<file path="src/rtl/l1_cache_ctrl_assoc_pkg.sv">
// Shared definitions for the set-associative L1 controller: FSM states and address field widths.
// Latency: n/a (types, constants and constant functions only).
// Backpressure: n/a.
package l1_cache_pkg;

    typedef enum logic [1:0] {
        IDLE    = 2'd0,
        COMPARE = 2'd1,
        WB      = 2'd2,
        REFILL  = 2'd3
    } l1_state_e;

    // Default number of 32-bit beats in one line burst.
    localparam int L1_LINE_WORDS = 4;
    // Byte-offset bits below the word field.
    localparam int L1_BYTE_BITS  = 2;

    // A single-way build still carries a 1-bit way select.
    function automatic int way_bits(input int ways);
        return (ways > 1) ? $clog2(ways) : 1;
    endfunction

    function automatic int word_bits(input int line_words);
        return $clog2(line_words);
    endfunction

    function automatic int idx_bits(input int sets);
        return $clog2(sets);
    endfunction

    function automatic int tag_bits(input int addr_w, input int sets, input int line_words);
        return addr_w - L1_BYTE_BITS - word_bits(line_words) - idx_bits(sets);
    endfunction

endpackage

</file>
<file path="src/rtl/l1_cache_ctrl_assoc_if.sv">
// CPU, data-SRAM and DRAM signal bundle of the L1 controller (master = CPU/memory side, slave = controller).
// Latency: n/a (wires only).
// Backpressure: CPU held by stall until cpu_ack; DRAM beats paced by dram_ack.
interface l1_cache_ctrl_assoc_if
    import l1_cache_pkg::*;
#(
    parameter int ADDR_W     = 32,
    parameter int WAYS       = 2,
    parameter int SETS       = 16,
    parameter int LINE_WORDS = L1_LINE_WORDS
);
    localparam int WAY_W  = way_bits(WAYS);
    localparam int IDX_W  = idx_bits(SETS);
    localparam int WORD_W = word_bits(LINE_WORDS);

    logic              cpu_req;
    logic              cpu_we;
    logic [ADDR_W-1:0] cpu_addr;
    logic              cpu_ack;
    logic              stall;
    logic [WAY_W-1:0]  sram_way;
    logic [IDX_W-1:0]  sram_index;
    logic [WORD_W-1:0] sram_word;
    logic              sram_we;
    logic              sram_data_sel;
    logic              dram_cs;
    logic              dram_we;
    logic [ADDR_W-1:0] dram_addr;
    logic              dram_ack;
`ifdef L1_PERF_CNT_EN
    logic [31:0]       perf_hits;
    logic [31:0]       perf_misses;
    logic [31:0]       perf_wbacks;

    modport master (
        output cpu_req, cpu_we, cpu_addr, dram_ack,
        input  cpu_ack, stall, sram_way, sram_index, sram_word, sram_we, sram_data_sel,
        input  dram_cs, dram_we, dram_addr, perf_hits, perf_misses, perf_wbacks
    );
    modport slave (
        input  cpu_req, cpu_we, cpu_addr, dram_ack,
        output cpu_ack, stall, sram_way, sram_index, sram_word, sram_we, sram_data_sel,
        output dram_cs, dram_we, dram_addr, perf_hits, perf_misses, perf_wbacks
    );
`else
    modport master (
        output cpu_req, cpu_we, cpu_addr, dram_ack,
        input  cpu_ack, stall, sram_way, sram_index, sram_word, sram_we, sram_data_sel,
        input  dram_cs, dram_we, dram_addr
    );
    modport slave (
        input  cpu_req, cpu_we, cpu_addr, dram_ack,
        output cpu_ack, stall, sram_way, sram_index, sram_word, sram_we, sram_data_sel,
        output dram_cs, dram_we, dram_addr
    );
`endif

endinterface

</file>
<file path="src/rtl/l1_cache_ctrl_assoc_tag_array.sv">
// Tag/valid/dirty flops per way plus per-set round-robin pointer; parallel hit detect and victim pick.
// Latency: lookup combinational from index/req_tag; updates take effect on the next clk edge.
// Backpressure: none; the controller sequences all updates.
// Ports: index/req_tag select the lookup; hit/hit_way, vic_* and all_valid describe the set;
//        set_dirty/clr_dirty/fill act on upd_way at index; fill_adv_rr steps rr_ptr on a fill.
module l1_tag_array
    import l1_cache_pkg::*;
#(
    parameter int WAYS  = 2,
    parameter int SETS  = 16,
    parameter int TAG_W = 24,
    parameter int WAY_W = way_bits(WAYS),
    parameter int IDX_W = idx_bits(SETS)
) (
    input  logic             clk,
    input  logic             rst,
    input  logic [IDX_W-1:0] index,
    input  logic [TAG_W-1:0] req_tag,
    output logic             hit,
    output logic [WAY_W-1:0] hit_way,
    output logic [WAY_W-1:0] vic_way,
    output logic             vic_valid,
    output logic             vic_dirty,
    output logic [TAG_W-1:0] vic_tag,
    output logic             all_valid,
    input  logic [WAY_W-1:0] upd_way,
    input  logic             set_dirty,
    input  logic             clr_dirty,
    input  logic             fill,
    input  logic             fill_adv_rr
);
    logic [TAG_W-1:0] tag_q   [WAYS][SETS];
    logic [SETS-1:0]  valid_q [WAYS];
    logic [SETS-1:0]  dirty_q [WAYS];
    logic [WAY_W-1:0] rr_cur;
    logic             found_inv;

    // Lowest-index invalid way wins; only a fully valid set falls back to rr_ptr.
    always_comb begin
        hit       = 1'b0;
        hit_way   = '0;
        all_valid = 1'b1;
        found_inv = 1'b0;
        vic_way   = rr_cur;
        for (int w = 0; w < WAYS; w++) begin
            if (valid_q[w][index] && (tag_q[w][index] == req_tag)) begin
                hit     = 1'b1;
                hit_way = WAY_W'(w);
            end
            if (!valid_q[w][index]) begin
                all_valid = 1'b0;
                if (!found_inv) begin
                    found_inv = 1'b1;
                    vic_way   = WAY_W'(w);
                end
            end
        end
    end

    assign vic_valid = valid_q[vic_way][index];
    assign vic_dirty = dirty_q[vic_way][index];
    assign vic_tag   = tag_q[vic_way][index];

    always_ff @(posedge clk or negedge rst) begin
        if (!rst) begin
            for (int w = 0; w < WAYS; w++) begin
                valid_q[w] <= '0;
                dirty_q[w] <= '0;
                for (int s = 0; s < SETS; s++) begin
                    tag_q[w][s] <= '0;
                end
            end
        end else begin
            if (set_dirty) dirty_q[upd_way][index] <= 1'b1;
            if (clr_dirty) dirty_q[upd_way][index] <= 1'b0;
            if (fill) begin
                tag_q[upd_way][index]   <= req_tag;
                valid_q[upd_way][index] <= 1'b1;
                dirty_q[upd_way][index] <= 1'b0;
            end
        end
    end

    if (WAYS > 1) begin : g_rr
        logic [WAY_W-1:0] rr_q [SETS];

        // WAYS is a power of two, so the natural wrap of the counter is modulo WAYS.
        always_ff @(posedge clk or negedge rst) begin
            if (!rst) begin
                for (int s = 0; s < SETS; s++) rr_q[s] <= '0;
            end else if (fill && fill_adv_rr) begin
                rr_q[index] <= rr_q[index] + WAY_W'(1);
            end
        end
        assign rr_cur = rr_q[index];
    end else begin : g_no_rr
        logic unused_adv;
        assign rr_cur     = '0;
        assign unused_adv = fill_adv_rr;
    end

endmodule

</file>
<file path="src/rtl/l1_cache_ctrl_assoc.sv">
// N-way write-back/write-allocate L1 controller: FSM, beat counter and DRAM address mux around l1_tag_array.
// Latency: hit acks in the cycle after request; miss adds LINE_WORDS refill beats (plus LINE_WORDS WB beats if dirty).
// Backpressure: stall holds the CPU until cpu_ack; each DRAM beat waits indefinitely for dram_ack.
// Ports: clk, rst (async active-low), bus (slave side of l1_cache_ctrl_assoc_if).
// Optional: `define L1_PERF_CNT_EN adds saturating perf_hits/perf_misses/perf_wbacks counters.
module l1_cache_ctrl_assoc
    import l1_cache_pkg::*;
#(
    parameter int ADDR_W     = 32,
    parameter int WAYS       = 2,
    parameter int SETS       = 16,
    parameter int LINE_WORDS = L1_LINE_WORDS
) (
    input  logic                   clk,
    input  logic                   rst,
    l1_cache_ctrl_assoc_if.slave   bus
);
    localparam int WAY_W  = way_bits(WAYS);
    localparam int WORD_W = word_bits(LINE_WORDS);
    localparam int IDX_W  = idx_bits(SETS);
    localparam int TAG_W  = tag_bits(ADDR_W, SETS, LINE_WORDS);

    l1_state_e         state_q, state_d;
    logic [ADDR_W-1:2] addr_q;
    logic              we_q;
    logic [WORD_W-1:0] beat_q;
    logic [WAY_W-1:0]  vic_way_q;
    logic [TAG_W-1:0]  vic_tag_q;
    logic              vic_all_q;

    logic              hit, vic_valid, vic_dirty, all_valid;
    logic [WAY_W-1:0]  hit_way, vic_way, upd_way;
    logic [TAG_W-1:0]  vic_tag;
    logic              cpu_ack, sram_we, set_dirty, clr_dirty, fill, miss_go, beat_inc;
    logic              last_beat;
    logic              unused_byte_bits;

    wire [WORD_W-1:0] req_word = addr_q[2 +: WORD_W];
    wire [IDX_W-1:0]  req_idx  = addr_q[2+WORD_W +: IDX_W];
    wire [TAG_W-1:0]  req_tag  = addr_q[ADDR_W-1 -: TAG_W];

    // Byte offset never reaches the SRAM or DRAM; transfers are whole words.
    assign unused_byte_bits = ^bus.cpu_addr[1:0];
    assign last_beat        = (beat_q == WORD_W'(LINE_WORDS - 1));
    // Dirty-set acts on the hit way; write-back clear and fill act on the latched victim.
    assign upd_way          = (state_q == COMPARE) ? hit_way : vic_way_q;

    l1_tag_array #(
        .WAYS  (WAYS),
        .SETS  (SETS),
        .TAG_W (TAG_W)
    ) u_tags (
        .clk         (clk),
        .rst         (rst),
        .index       (req_idx),
        .req_tag     (req_tag),
        .hit         (hit),
        .hit_way     (hit_way),
        .vic_way     (vic_way),
        .vic_valid   (vic_valid),
        .vic_dirty   (vic_dirty),
        .vic_tag     (vic_tag),
        .all_valid   (all_valid),
        .upd_way     (upd_way),
        .set_dirty   (set_dirty),
        .clr_dirty   (clr_dirty),
        .fill        (fill),
        .fill_adv_rr (fill & vic_all_q)
    );

    always_comb begin
        state_d   = state_q;
        cpu_ack   = 1'b0;
        sram_we   = 1'b0;
        set_dirty = 1'b0;
        clr_dirty = 1'b0;
        fill      = 1'b0;
        miss_go   = 1'b0;
        beat_inc  = 1'b0;
        case (state_q)
            IDLE: begin
                if (bus.cpu_req) state_d = COMPARE;
            end
            COMPARE: begin
                if (!bus.cpu_req) begin
                    state_d = IDLE;
                end else if (hit) begin
                    cpu_ack = 1'b1;
                    if (we_q) begin
                        sram_we   = 1'b1;
                        set_dirty = 1'b1;
                    end
                    state_d = IDLE;
                end else begin
                    miss_go = 1'b1;
                    state_d = (vic_valid && vic_dirty) ? WB : REFILL;
                end
            end
            WB: begin
                if (bus.dram_ack) begin
                    beat_inc = 1'b1;
                    if (last_beat) begin
                        clr_dirty = 1'b1;
                        state_d   = REFILL;
                    end
                end
            end
            REFILL: begin
                if (bus.dram_ack) begin
                    sram_we  = 1'b1;
                    beat_inc = 1'b1;
                    if (last_beat) begin
                        fill    = 1'b1;
                        state_d = COMPARE;
                    end
                end
            end
            default: state_d = IDLE;
        endcase
    end

    always_comb begin
        bus.sram_way      = '0;
        bus.sram_word     = '0;
        bus.sram_data_sel = 1'b0;
        bus.dram_cs       = 1'b0;
        bus.dram_we       = 1'b0;
        bus.dram_addr     = '0;
        case (state_q)
            COMPARE: begin
                bus.sram_way  = hit_way;
                bus.sram_word = req_word;
            end
            WB: begin
                bus.sram_way  = vic_way_q;
                bus.sram_word = beat_q;
                bus.dram_cs   = 1'b1;
                bus.dram_we   = 1'b1;
                bus.dram_addr = {vic_tag_q, req_idx, beat_q, 2'b00};
            end
            REFILL: begin
                bus.sram_way      = vic_way_q;
                bus.sram_word     = beat_q;
                bus.sram_data_sel = 1'b1;
                bus.dram_cs       = 1'b1;
                bus.dram_addr     = {req_tag, req_idx, beat_q, 2'b00};
            end
            default: ;
        endcase
    end

    assign bus.sram_index = req_idx;
    assign bus.cpu_ack    = cpu_ack;
    assign bus.sram_we    = sram_we;
    assign bus.stall      = bus.cpu_req & ~cpu_ack;

    always_ff @(posedge clk or negedge rst) begin
        if (!rst) begin
            state_q   <= IDLE;
            addr_q    <= '0;
            we_q      <= 1'b0;
            beat_q    <= '0;
            vic_way_q <= '0;
            vic_tag_q <= '0;
            vic_all_q <= 1'b0;
        end else begin
            state_q <= state_d;
            if (state_q == IDLE && bus.cpu_req) begin
                addr_q <= bus.cpu_addr[ADDR_W-1:2];
                we_q   <= bus.cpu_we;
            end
            // Victim is frozen at the miss so WB and REFILL agree even as valid bits change.
            if (miss_go) begin
                vic_way_q <= vic_way;
                vic_tag_q <= vic_tag;
                vic_all_q <= all_valid;
            end
            // Power-of-two line: the counter wraps back to 0 on the last beat.
            if (beat_inc) beat_q <= beat_q + WORD_W'(1);
        end
    end

`ifdef L1_PERF_CNT_EN
    logic [31:0] perf_hits_q, perf_misses_q, perf_wbacks_q;
    logic        from_refill_q;

    always_ff @(posedge clk or negedge rst) begin
        if (!rst) begin
            perf_hits_q   <= '0;
            perf_misses_q <= '0;
            perf_wbacks_q <= '0;
            from_refill_q <= 1'b0;
        end else begin
            // The completing hit after a refill belongs to the miss already counted.
            if (fill) from_refill_q <= 1'b1;
            else if (state_q == COMPARE) from_refill_q <= 1'b0;
            if (cpu_ack && !from_refill_q && perf_hits_q != '1) perf_hits_q <= perf_hits_q + 32'd1;
            if (miss_go && perf_misses_q != '1) perf_misses_q <= perf_misses_q + 32'd1;
            if (miss_go && vic_valid && vic_dirty && perf_wbacks_q != '1)
                perf_wbacks_q <= perf_wbacks_q + 32'd1;
        end
    end

    assign bus.perf_hits   = perf_hits_q;
    assign bus.perf_misses = perf_misses_q;
    assign bus.perf_wbacks = perf_wbacks_q;
`endif

endmodule

</file>
<file path="src/flat_wrapper.sv">
// flat-port wrapper written by rule: the top's interface ports become plain ports
module l1_cache_ctrl_assoc_flat import l1_cache_pkg::*;
#(
    parameter int ADDR_W     = 32,
    parameter int WAYS       = 2,
    parameter int SETS       = 16,
    parameter int LINE_WORDS = L1_LINE_WORDS
)
  (clk, rst, bus_cpu_req, bus_cpu_we, bus_cpu_addr, bus_dram_ack, bus_cpu_ack, bus_stall, bus_sram_way, bus_sram_index, bus_sram_word, bus_sram_we, bus_sram_data_sel, bus_dram_cs, bus_dram_we, bus_dram_addr);
  l1_cache_ctrl_assoc_if #(.ADDR_W(ADDR_W), .WAYS(WAYS), .SETS(SETS), .LINE_WORDS(LINE_WORDS)) bus_i ();
  input  logic clk;
  input  logic rst;
  input wire logic [$bits(bus_i.cpu_req)-1:0] bus_cpu_req;
  input wire logic [$bits(bus_i.cpu_we)-1:0] bus_cpu_we;
  input wire logic [$bits(bus_i.cpu_addr)-1:0] bus_cpu_addr;
  input wire logic [$bits(bus_i.dram_ack)-1:0] bus_dram_ack;
  output wire logic [$bits(bus_i.cpu_ack)-1:0] bus_cpu_ack;
  output wire logic [$bits(bus_i.stall)-1:0] bus_stall;
  output wire logic [$bits(bus_i.sram_way)-1:0] bus_sram_way;
  output wire logic [$bits(bus_i.sram_index)-1:0] bus_sram_index;
  output wire logic [$bits(bus_i.sram_word)-1:0] bus_sram_word;
  output wire logic [$bits(bus_i.sram_we)-1:0] bus_sram_we;
  output wire logic [$bits(bus_i.sram_data_sel)-1:0] bus_sram_data_sel;
  output wire logic [$bits(bus_i.dram_cs)-1:0] bus_dram_cs;
  output wire logic [$bits(bus_i.dram_we)-1:0] bus_dram_we;
  output wire logic [$bits(bus_i.dram_addr)-1:0] bus_dram_addr;
  assign bus_i.cpu_req = bus_cpu_req;
  assign bus_i.cpu_we = bus_cpu_we;
  assign bus_i.cpu_addr = bus_cpu_addr;
  assign bus_i.dram_ack = bus_dram_ack;
  assign bus_cpu_ack = bus_i.cpu_ack;
  assign bus_stall = bus_i.stall;
  assign bus_sram_way = bus_i.sram_way;
  assign bus_sram_index = bus_i.sram_index;
  assign bus_sram_word = bus_i.sram_word;
  assign bus_sram_we = bus_i.sram_we;
  assign bus_sram_data_sel = bus_i.sram_data_sel;
  assign bus_dram_cs = bus_i.dram_cs;
  assign bus_dram_we = bus_i.dram_we;
  assign bus_dram_addr = bus_i.dram_addr;
  l1_cache_ctrl_assoc #(.ADDR_W(ADDR_W), .WAYS(WAYS), .SETS(SETS), .LINE_WORDS(LINE_WORDS)) u_core (.clk(clk), .rst(rst), .bus(bus_i));
endmodule
</file>
<file path="config.mk">
export PLATFORM = sky130hd
export DESIGN_NAME = l1_cache_ctrl_assoc_flat
export DESIGN_NICKNAME = d
export VERILOG_FILES = /design/src/rtl/l1_cache_ctrl_assoc_pkg.sv /design/src/rtl/l1_cache_ctrl_assoc_if.sv /design/src/rtl/l1_cache_ctrl_assoc_tag_array.sv /design/src/rtl/l1_cache_ctrl_assoc.sv /design/src/flat_wrapper.sv
export SDC_FILE = /design/constraint.sdc
export NUM_CORES = 1
export LEC_CHECK = 0
export BUFFER_PORTS_ARGS = -buffer_cell sky130_fd_sc_hd__buf_4
export CELL_PAD_IN_SITES_DETAIL_PLACEMENT = 1
export CELL_PAD_IN_SITES_GLOBAL_PLACEMENT = 1
export CORE_ASPECT_RATIO = 1.2
export CORE_MARGIN = 2
export CORE_UTILIZATION = 58
export CTS_CLUSTER_SIZE = 8
export DETAILED_ROUTE_END_ITERATION = 8
export PLACE_DENSITY_LB_ADDON = 0.1
export SYNTH_ARGS = -nofsm -noshare
export SYNTH_HDL_FRONTEND = slang
export SYNTH_HIERARCHICAL = 1
export SYNTH_SLANG_ARGS = --single-unit
export TNS_END_PERCENT = 5
</file>
<file path="constraint.sdc">
create_clock -name clk -period 11.5 [get_ports clk]
set_input_delay 2.3 -clock clk [delete_from_list [all_inputs] [get_ports clk]]
set_output_delay 2.3 -clock clk [all_outputs]
set_load 0.05 [all_outputs]
</file>
==> impl_metrics.json, run 1 <==
{
  "async_reset_ff_share_pct": 100,
  "antenna_found_initial": 2,
  "p_leak_nw": 23.3,
  "cts_setup_buffers": 0,
  "first_pass_iters": 7,
  "reg2regPathDepth": 14,
  "finalHoldViolations": 0,
  "postPlaceCellArea_um2": 46000,
  "route.detailed.drc": 0,
  "via_count": 29500,
  "initial_utilization_pct": 58.5,
  "syn_inst": 3206,
  "synthMuxAreaShare_pct": 35.9,
  "synth_compound_area_share_pct": 3.76,
  "intPower_mw": 6.54,
  "grt_pass1_wl_um": 218000,
  "cts_made_buffers": 131,
  "most-common-layout-cells": "dfrtp_1, mux2_2, mux4_2, nand2_1, a21oi_1",
  "insertion_delay_ns": 0.75,
  "hold_depth": 1,
  "p_seq_share_pct": 35.9,
  "synth_xor_area_share_pct": 0.864,
  "yosysSeqAreaShare_pct": 51.0,
  "layout_commonest_cell": "dfrtp_1",
  "slowest_delay_ns": 0.81,
  "yosys_warnings": 6,
  "finalSetupTns_ns": 0,
  "grt_pass1_vias": 33000,
  "dp_hpwl_um": 83400,
  "synth-simple-area-share_pct": 4.93,
  "status": "finished, final reports clean",
  "cts_buffer_depth": 3,
  "core.rowCount": 111,
  "io_pins": 82,
  "htreeDepth": 4,
  "fin_nets": 3238,
  "path_clk_slew_ns": 0.05,
  "switching_share_pct": 37.1,
  "hold_ws_ns": 0.461,
  "ys.flop_type": "dfrtp_1",
  "r2r-end": "u_core/u_tags/tag_q[154]",
  "synth.avg_cell_area_um2": 13.9,
  "dieWidth_um": 257,
  "instances_no_fill": 4230,
  "postCtsHoldBufs": 0,
  "hold_path_class": "flip-flop to flip-flop",
  "rrSetupSlack_ns": 4.05,
  "root_buffer": "clkbuf_16",
  "coreArea_um2": 76200,
  "pre_cts_slack_ns": 3.80,
  "comb_power_share_pct": 30.9,
  "fp.dieH_um": 308,
  "clockPowerShare_pct": 33.2,
  "gr-usage-all-layers_pct": 37.8,
  "cts_tree": "built",
  "rsz0062_at_grt": "no",
  "dieArea_um2": 79200,
  "grt_max_degree": 172,
  "synth_top_family_by_area": "multiplexers",
  "ys_ff_latch": 909,
  "regToRegStartpoint": "u_core/addr_q[4]",
  "placed_cells": 4078,
  "synthToLayoutAreaGrowth_pct": 11.1,
  "tightest_slew_ns": 1.15,
  "cts_resized": 0,
  "slew_viol_final": 0,
  "synth_edf_count": 0,
  "cp.required_ns": 9.20,
  "worst-setup-path-type": "flip-flop to output pin",
  "cp_common_cell": "mux4_2",
  "power.density_nw_per_um2": 210,
  "gp_congestion": 0.818,
  "hold_start": "u_core/u_tags/valid_q[30]",
  "layout_setup_ws_ns": 2.96,
  "antenna_left": 0,
  "endpoint_kind": "output pin",
  "ir_worst_vdd_mv": 0.205,
  "post-route-min-period_ns": 8.54,
  "synthAdderAreaFrac_pct": 0.196,
  "setup_viol": 0,
  "maxCapViolCount": 0,
  "overflow": 0,
  "drtIter0Drc": 2610,
  "crit_arrival_ns": 6.24,
  "syn-cell-area_um2": 44600,
  "slowest_stage": "dfrtp_4",
  "drive_gt1_share_pct": 45.8,
  "vias_per_cell": 6.96,
  "postLayoutCellArea_um2": 49600,
  "start_kind": "flip-flop",
  "yosysUniqueCellTypes": 60,
  "min_to": "u_core/u_tags/valid_q[30]",
  "switchingPower_mw": 3.85,
  "fillers": 6764,
  "io_buffer_count": 77,
  "clock-sinks": 909,
  "wirelength_um": 147000,
  "path_cells": "buf_12 > mux4_2 > mux4_2 > xor2_1 > nor4_1 > nand4_1 > nor4_2 > a41o_1 > and3_2 > and2_1 > a21o_1 > buf_4",
  "drt-wirelength-per-cell_um": 34.7,
  "path_max_fanout": 93,
  "max_slew_margin_pct": 22.7,
  "clock.fmax_mhz": 117,
  "fin_crit_sh_pct": 74.3,
  "finClkSkew_ns": 0.0343
}
==> critical path, delay by kind of cell, from the launching register on <==
kind	cells	cell delay, ns
compound gates	2	0.38
xor+xnor	1	0.19
buf+inv	2	0.87
flops	1	0.81
mux	2	1.20
simple gates	5	1.90
==> routing by layer <==
layer  vias to the layer above  global-route usage [%]  wire length (um)
met4                         0                    23.3              9710
li1                      11700                       -                 -
met2                      1288                    62.1             72000
met1                     16000                    46.1             54900
met5                         -                       0                 0
met3                       488                    8.18             10000
==> logic make-up (layout without fill, tap and decap cells) <==
family                   after synthesis  count (layout)
other                                  1               3
adder cells (fa/ha/maj)                7               7
multiplexers                        1149            1149
AO/OA/AOI/OAI                        288             288
buffers and inverters                327             332
flip-flops                           909             909
AND/OR/NAND/NOR                      481             481
XOR/XNOR                              44              44
==> cell type report <==
cell class	count	area (um2)	area share [%]
inverters	9	36.3	0.0732
well taps	1017	1270	2.57
clock inverters	15	239	0.482
multi-input cells	1971	20600	41.5
diodes	1	2.50	0.00505
repair buffers	172	1360	2.75
clock buffers	136	3310	6.67
flip-flops and latches	909	22800	45.9
==> worst max path at each step <==
| stage | slack [ns] | startpoint | endpoint |
|---|---|---|---|
| 2_1_floorplan | 5.29 | u_core/addr_q[5] | bus_stall |
| 3_3_place_gp | 3.81 | u_core/addr_q[4] | bus_sram_we |
| 3_5_place_dp | 3.80 | u_core/addr_q[4] | bus_sram_we |
| 4_1_cts | 2.89 | u_core/addr_q[4] | bus_sram_we |
| 5_1_grt | 2.70 | u_core/addr_q[4] | bus_sram_we |
| 6_report | 2.96 | u_core/addr_q[4] | bus_sram_we |
==> registers in the layout, indices dropped and copies added (netlist names) <==
register	flops
u_core/u_tags/valid_q	32
u_core/u_tags/tag_q	768
u_core/vic_all_q	1
u_core/we_q	1
u_core/u_tags/dirty_q	32
u_core/u_tags/g_rr.rr_q	16
u_core/vic_tag_q	24
u_core/state_q	2
u_core/beat_q	2
u_core/vic_way_q	1
u_core/addr_q	30
==> power by group through the flow <==
stage / clock (mW) / combinational (mW) / sequential (mW)
2_1_floorplan: 0 / 2.24 / 3.58
3_3_place_gp: 0 / 3.06 / 3.73
3_5_place_dp: 0 / 3.15 / 3.76
4_1_cts: 3.49 / 3.18 / 3.71
5_1_grt: 3.62 / 3.35 / 3.74
6_report: 3.45 / 3.21 / 3.72
==> metrics by stage <==
step,power [mW],util [%]
6_report,10.4,65.0
5_1_grt,10.7,65.0
4_1_cts,10.4,65.0
3_5_place_dp,6.91,60.3
3_3_place_gp,6.79,60.3
2_1_floorplan,5.82,-
==> Yosys cell counts, types with 3 or more instances <==
| cell type | number | area [um2] |
|---|---|---|
| dfrtp_1 | 909 | 22700 |
| mux2_2 | 795 | 8950 |
| mux4_2 | 269 | 6060 |
| nand2_1 | 246 | 923 |
| clkbuf_1 | 189 | 709 |
| a21oi_1 | 174 | 871 |
| nor2_1 | 78 | 293 |
| buf_2 | 72 | 360 |
| mux2i_1 | 62 | 621 |
| a22oi_1 | 42 | 315 |
| buf_1 | 30 | 113 |
| o21ai_0 | 28 | 140 |
| xnor2_1 | 24 | 210 |
| nand3_1 | 22 | 110 |
| or4_1 | 21 | 158 |
| mux2_4 | 20 | 300 |
| xor2_1 | 20 | 175 |
| nand2b_1 | 19 | 119 |
| or2_2 | 18 | 113 |
| and2_1 | 15 | 93.8 |
| nor3_1 | 14 | 70.1 |
| buf_4 | 11 | 82.6 |
| nand4_1 | 11 | 68.8 |
| buf_6 | 10 | 113 |
| nor2b_1 | 10 | 62.6 |
| nor4_1 | 10 | 62.6 |
| a31oi_1 | 9 | 56.3 |
| ha_1 | 7 | 87.6 |
| o2111ai_1 | 6 | 52.6 |
| and3_1 | 5 | 31.3 |
| buf_12 | 5 | 100 |
| inv_1 | 5 | 18.8 |
| a22o_1 | 4 | 35.0 |
| or3_1 | 4 | 25.0 |
| a221oi_1 | 3 | 26.3 |
| a2bb2oi_1 | 3 | 26.3 |
| inv_2 | 3 | 11.3 |
| o211ai_1 | 3 | 22.5 |
| o22ai_1 | 3 | 18.8 |
(Power assumes the default switching activity.)
==> run 2, diff against run 1 <==
--- a/config.mk
+++ b/config.mk
@@ -10,7 +10,7 @@
 export CELL_PAD_IN_SITES_GLOBAL_PLACEMENT = 1
 export CORE_ASPECT_RATIO = 1.2
 export CORE_MARGIN = 2
-export CORE_UTILIZATION = 58
+export CORE_UTILIZATION = 53
 export CTS_CLUSTER_SIZE = 8
 export DETAILED_ROUTE_END_ITERATION = 8
 export PLACE_DENSITY_LB_ADDON = 0.1
==> constraint.sdc (replaced) <==
create_clock -name clk -period 8.8 [get_ports clk]
set_input_delay 1.76 -clock clk [delete_from_list [all_inputs] [get_ports clk]]
set_output_delay 1.76 -clock clk [all_outputs]
set_load 0.05 [all_outputs]
==> run 2 against run 1 <==
Global-route usage fell by 2.8 points. Count of clock-buffer cells in the layout rose by 4. Sequential cell count did not move. Sequential share of layout area fell by 0.20 points. Clock power rose by 30%. Cell count rose by 2.6%. Combinational power rose by 29%. Wire length barely moved. Via count fell by 1.4%. Critical path type unchanged. Worst setup slack got worse by 2.0 ns.
==> impl_metrics.json, run 2 (same netlist as run 1, synthesis figures left out) <==
{
  "status": "finished, final reports clean",
  "maxCapViolCount": 0,
  "hold_start": "u_core/u_tags/valid_q[14]",
  "path_clk_slew_ns": 0.05,
  "endpoint_kind": "output pin",
  "layout_commonest_cell": "dfrtp_1",
  "grt_max_degree": 186,
  "htreeDepth": 4,
  "clock-sinks": 909,
  "p_leak_nw": 23.3,
  "initial_utilization_pct": 53.5,
  "slowest_delay_ns": 0.92,
  "fp.dieH_um": 322,
  "first_pass_iters": 8,
  "io_buffer_count": 77,
  "antenna_found_initial": 2,
  "postLayoutCellArea_um2": 49800,
  "dieWidth_um": 269,
  "dieArea_um2": 86500,
  "grt_pass1_vias": 32200,
  "dp_hpwl_um": 88300,
  "top_register": "u_core/u_tags/tag_q",
  "finalHoldViolations": 0,
  "rsz0062_at_grt": "no",
  "setup_viol": 0,
  "fin_crit_sh_pct": 89.2,
  "slowest_stage": "nor4_1",
  "startpoint": "u_core/addr_q[4]",
  "synthToLayoutAreaGrowth_pct": 11.6,
  "overflow": 0,
  "drive_gt1_share_pct": 45.8,
  "antenna_left": 0,
  "finClkSkew_ns": 0.0328,
  "instances_no_fill": 4340,
  "drtIter0Drc": 2400,
  "core.rowCount": 116,
  "vias_per_cell": 6.69,
  "postPlaceCellArea_um2": 46300,
  "via_count": 29000,
  "hold_ws_ns": 0.462,
  "start_kind": "flip-flop",
  "coreArea_um2": 83500,
  "worst-setup-path-type": "flip-flop to output pin",
  "hold_path_class": "flip-flop to flip-flop",
  "drt-wirelength-per-cell_um": 33.8,
  "cp.required_ns": 7.04,
  "fillers": 7748,
  "io_pins": 82,
  "path_cells": "buf_4 > mux4_2 > mux4_2 > xnor2_1 > nand4_1 > nor4_1 > a41o_1 > and3_2 > and2_1 > a21o_1 > buf_4",
  "tightest_slew_ns": 1.30,
  "slew_viol_final": 0,
  "finalSetupTns_ns": 0,
  "cts_buffer_depth": 3,
  "post-route-min-period_ns": 7.85,
  "fin_nets": 3244,
  "grt_pass1_wl_um": 218000,
  "max_slew_margin_pct": 13.3,
  "path_max_fanout": 34,
  "cts_setup_buffers": 0,
  "gp_congestion": 0.860,
  "cts_made_buffers": 131,
  "top_regs": "u_core/u_tags/tag_q: 768 flops, u_core/u_tags/dirty_q: 32 flops, u_core/u_tags/valid_q: 32 flops",
  "cts_resized": 0,
  "route.detailed.drc": 0,
  "regToRegStartpoint": "u_core/addr_q[4]",
  "largest_register_ffs": 768,
  "cts_tree": "built",
  "power.density_nw_per_um2": 274,
  "insertion_delay_ns": 0.73,
  "ir_worst_vdd_mv": 0.182,
  "gr-usage-all-layers_pct": 35.0,
  "placed_cells": 4188,
  "postCtsHoldBufs": 0,
  "clock.fmax_mhz": 127,
  "crit_arrival_ns": 6.09,
  "wirelength_um": 147000,
  "most-common-layout-cells": "dfrtp_1, mux2_2, mux4_2, nand2_1, a21oi_1",
  "root_buffer": "clkbuf_16"
}
==> run 2: cell count changes in the layout (fill, tap and decap cells not counted), moves of 3 or more <==
cell | before | now
buf_12 | 5 | 9
clkbuf_16 | 131 | 134
inv_6 | 4 | 7
clkinv_8 | 7 | 3
nand3_4 | 3 | 8
nand3_2 | 9 | 4
==> run 2: worst paths after layout <==
| check | end | slack [ns] | depth (start not counted) |
|---|---|---|---|
| worst max-delay path | bus_sram_we | 0.95 | 11 |
| worst min-delay path | u_core/u_tags/valid_q[14] | 0.46 | 1 |
| worst max register to register | u_core/u_tags/tag_q[95] | 1.53 | 16 |
| worst min register to register | u_core/u_tags/valid_q[14] | 0.46 | 1 |
| max in group asynchronous | u_core/u_tags/tag_q[624] | 5.79 | 3 |
| min in group asynchronous | u_core/u_tags/tag_q[380] | 1.10 | 1 |
==> run 2: per-stage QoR <==
step	setup WS, ns	power [mW]	util [%]
finish	0.952	13.6	59.7
global route	0.782	14.1	59.7
CTS	0.930	13.7	59.6
detailed placement	1.70	9.13	55.4
global placement	1.74	9.01	55.4
floorplan	3.13	7.60	-
==> run 2: final cells by class <==
cell class | count | area, um2 | area share, %
sequential | 909 | 22800 | 45.7
inverter | 9 | 36.3 | 0.0729
tap | 1121 | 1400 | 2.82
antenna | 1 | 2.50 | 0.00503
timing repair buffer | 178 | 1460 | 2.93
clock buffer | 140 | 3390 | 6.80
multi-input combinational | 1971 | 20600 | 41.4
clock inverter | 11 | 130 | 0.261
==> run 2: power by group <==
group / switching [mW] / internal, mW
clock: 1.80 / 2.69
sequential: 0.530 / 4.48
combinational: 2.69 / 1.44
total: 5.01 / 8.61
==> run 2: critical path: cells and delay by family, from the launching register on <==
kind,cells,cell delay (ns)
muxes,2,1.10
DFF,1,0.91
and+or+nand+nor,4,1.71
buffers and inverters,2,0.72
xor gates and xnor gates,1,0.36
AOI/OAI and AO/OA,2,0.47
==> run 2: per-layer routing <==
metal,up-vias,GRT usage [%],share of wire [%]
li1,11700,-,-
met1,15900,44.7,39
met2,1075,57.0,49
met3,384,6.41,5.9
met4,0,18.9,5.8
met5,-,0,0
==> run 3, diff against run 2 <==
==> constraint.sdc (replaced) <==
create_clock -name clk -period 8.8 [get_ports clk]
set_input_delay 0.88 -clock clk [delete_from_list [all_inputs] [get_ports clk]]
set_output_delay 0.88 -clock clk [all_outputs]
set_load 0.05 [all_outputs]
==> run 3 against run 2 <==
Utilization is 0.066 points higher. First-iteration DRC count shrank 2.1%. Combinational power increased by 2%. Largest power group unchanged. Register-to-register slack better by 0.41 ns. Clock power grew 2%. Sequential share of layout area down 0.051 points. Wire length rose by 1.3%. Sequential power down 1%. Critical path type unchanged. Critical path depth grew 1.
==> impl_metrics.json, run 3 (same netlist as run 1, synthesis figures left out) <==
{
  "status": "finished, final reports clean",
  "ir_worst_vdd_mv": 0.223,
  "endpoint_kind": "output pin",
  "top_regs": "u_core/u_tags/tag_q: 768 flops, u_core/u_tags/dirty_q: 32 flops, u_core/u_tags/valid_q: 32 flops",
  "path_clk_slew_ns": 0.05,
  "setup_viol": 0,
  "coreArea_um2": 83500,
  "io_pins": 82,
  "layout_commonest_cell": "dfrtp_1",
  "finClkSkew_ns": 0.0266,
  "dp_hpwl_um": 87100,
  "p_seq_share_pct": 36.0,
  "dieWidth_um": 269,
  "path_max_fanout": 70,
  "comb_power_share_pct": 30.7,
  "maxCapViolCount": 0,
  "synthToLayoutAreaGrowth_pct": 11.7,
  "gr-usage-all-layers_pct": 35.4,
  "drt-wirelength-per-cell_um": 34.3,
  "core.rowCount": 116,
  "post-route-util_pct": 59.7,
  "cp_common_cell": "mux2i_1",
  "r2r-end": "u_core/u_tags/tag_q[200]",
  "htreeDepth": 4,
  "reg2regPathDepth": 14,
  "antenna_left": 0,
  "postPlaceCellArea_um2": 46300,
  "insertion_delay_ns": 0.75,
  "slowest_stage": "dfrtp_4",
  "rrSetupSlack_ns": 1.94,
  "drtIter0Drc": 2349,
  "first_pass_iters": 5,
  "fp.dieH_um": 322,
  "antenna_found_initial": 1,
  "instances_no_fill": 4339,
  "cp.required_ns": 7.92,
  "max_slew_margin_pct": 13.2,
  "critPathBufInv": 2,
  "overflow": 0,
  "grt_pass1_wl_um": 219000,
  "drive_gt1_share_pct": 45.9,
  "power.total_mw": 13.7,
  "root_buffer": "clkbuf_16",
  "slowest_delay_ns": 1.03,
  "cts_setup_buffers": 0,
  "clock.fmax_mhz": 141,
  "postLayoutCellArea_um2": 49800,
  "cts_resized": 0,
  "clockPowerShare_pct": 33.3,
  "regToRegStartpoint": "u_core/addr_q[4]",
  "cts_made_buffers": 131,
  "hold_ws_ns": 0.136,
  "clock-sinks": 909,
  "tightest_slew_ns": 1.30,
  "path_cells": "buf_12 > mux4_2 > mux2i_1 > mux2i_1 > xnor2_1 > nand4_1 > nor4_1 > a41o_1 > and3_2 > and2_1 > a21o_1 > buf_4",
  "switchingPower_mw": 5.14,
  "finalSetupTns_ns": 0,
  "power.density_nw_per_um2": 276,
  "initial_utilization_pct": 53.5,
  "hold_path_class": "input port to asynchronous set/reset pin",
  "rsz0062_at_grt": "no",
  "grt_pass1_vias": 32100,
  "slew_viol_final": 0,
  "path_delay_family": "simple AND/OR/NAND/NOR gates",
  "fin_crit_sh_pct": 80.6,
  "post-route-min-period_ns": 7.10,
  "most-common-layout-cells": "dfrtp_1, mux2_2, mux4_2, nand2_1, a21oi_1",
  "pre_cts_slack_ns": 1.99,
  "gp_congestion": 0.858,
  "crit_arrival_ns": 6.22,
  "p_leak_nw": 23.4,
  "finalHoldViolations": 0,
  "postCtsHoldBufs": 0,
  "top_register": "u_core/u_tags/tag_q",
  "start_kind": "flip-flop",
  "vias_per_cell": 6.74,
  "via_count": 29200,
  "switching_share_pct": 37.4,
  "cts_tree": "built",
  "placed_cells": 4188,
  "cts_buffer_depth": 3,
  "largest_register_ffs": 768,
  "grt_max_degree": 186,
  "path_depth": 12,
  "worst-setup-path-type": "flip-flop to output pin",
  "intPower_mw": 8.61,
  "layout_setup_ws_ns": 1.70,
  "wirelength_um": 149000,
  "dieArea_um2": 86500,
  "io_buffer_count": 77,
  "route.detailed.drc": 0,
  "fin_nets": 3244
}
## run 3: how the worst max path moves through the flow
| stage | startpoint | endpoint | slack [ns] |
|---|---|---|---|
| final | u_core/addr_q[5] | bus_sram_we | 1.70 |
| after global routing | u_core/addr_q[5] | bus_sram_we | 1.53 |
| after global placement | u_core/addr_q[4] | u_core/u_tags/tag_q[194] | 2.01 |
| after detailed placement | u_core/addr_q[4] | u_core/u_tags/tag_q[297] | 1.99 |
| after CTS | u_core/addr_q[4] | bus_sram_we | 1.70 |
| after floorplan | u_core/addr_q[5] | u_core/u_tags/tag_q[28] | 3.96 |
## run 3: power by group through the flow
| stage | combinational, mW | sequential, mW | clock, mW |
|---|---|---|---|
| floorplan | 2.93 | 4.67 | 0 |
| global placement | 4.06 | 4.97 | 0 |
| detailed placement | 4.16 | 5.01 | 0 |
| CTS | 4.19 | 4.95 | 4.64 |
| global route | 4.39 | 4.99 | 4.80 |
| finish | 4.22 | 4.95 | 4.58 |
## run 3: area by class of cell
type | instances | area [um2]
fill | 7683 | 33600
sequential | 909 | 22800
multi-input combinational | 1971 | 20600
clock buffer | 136 | 3340
timing repair buffer | 178 | 1430
tap | 1121 | 1400
clock inverter | 14 | 234
inverter | 9 | 36.3
antenna | 1 | 2.50
## run 3: per-layer routing
| metal | vias to the layer above | routed length (um) | part of all wire, % | track usage [%] |
|---|---|---|---|---|
| met2 | 1160 | 71100 | 48 | 55.9 |
| met3 | 413 | 8800 | 5.9 | 5.92 |
| met4 | 2 | 9570 | 6.4 | 20.1 |
| met5 | - | 12 | 0.0081 | 0 |
| li1 | 11700 | - | - | - |
| met1 | 16000 | 59200 | 40 | 46.6 |
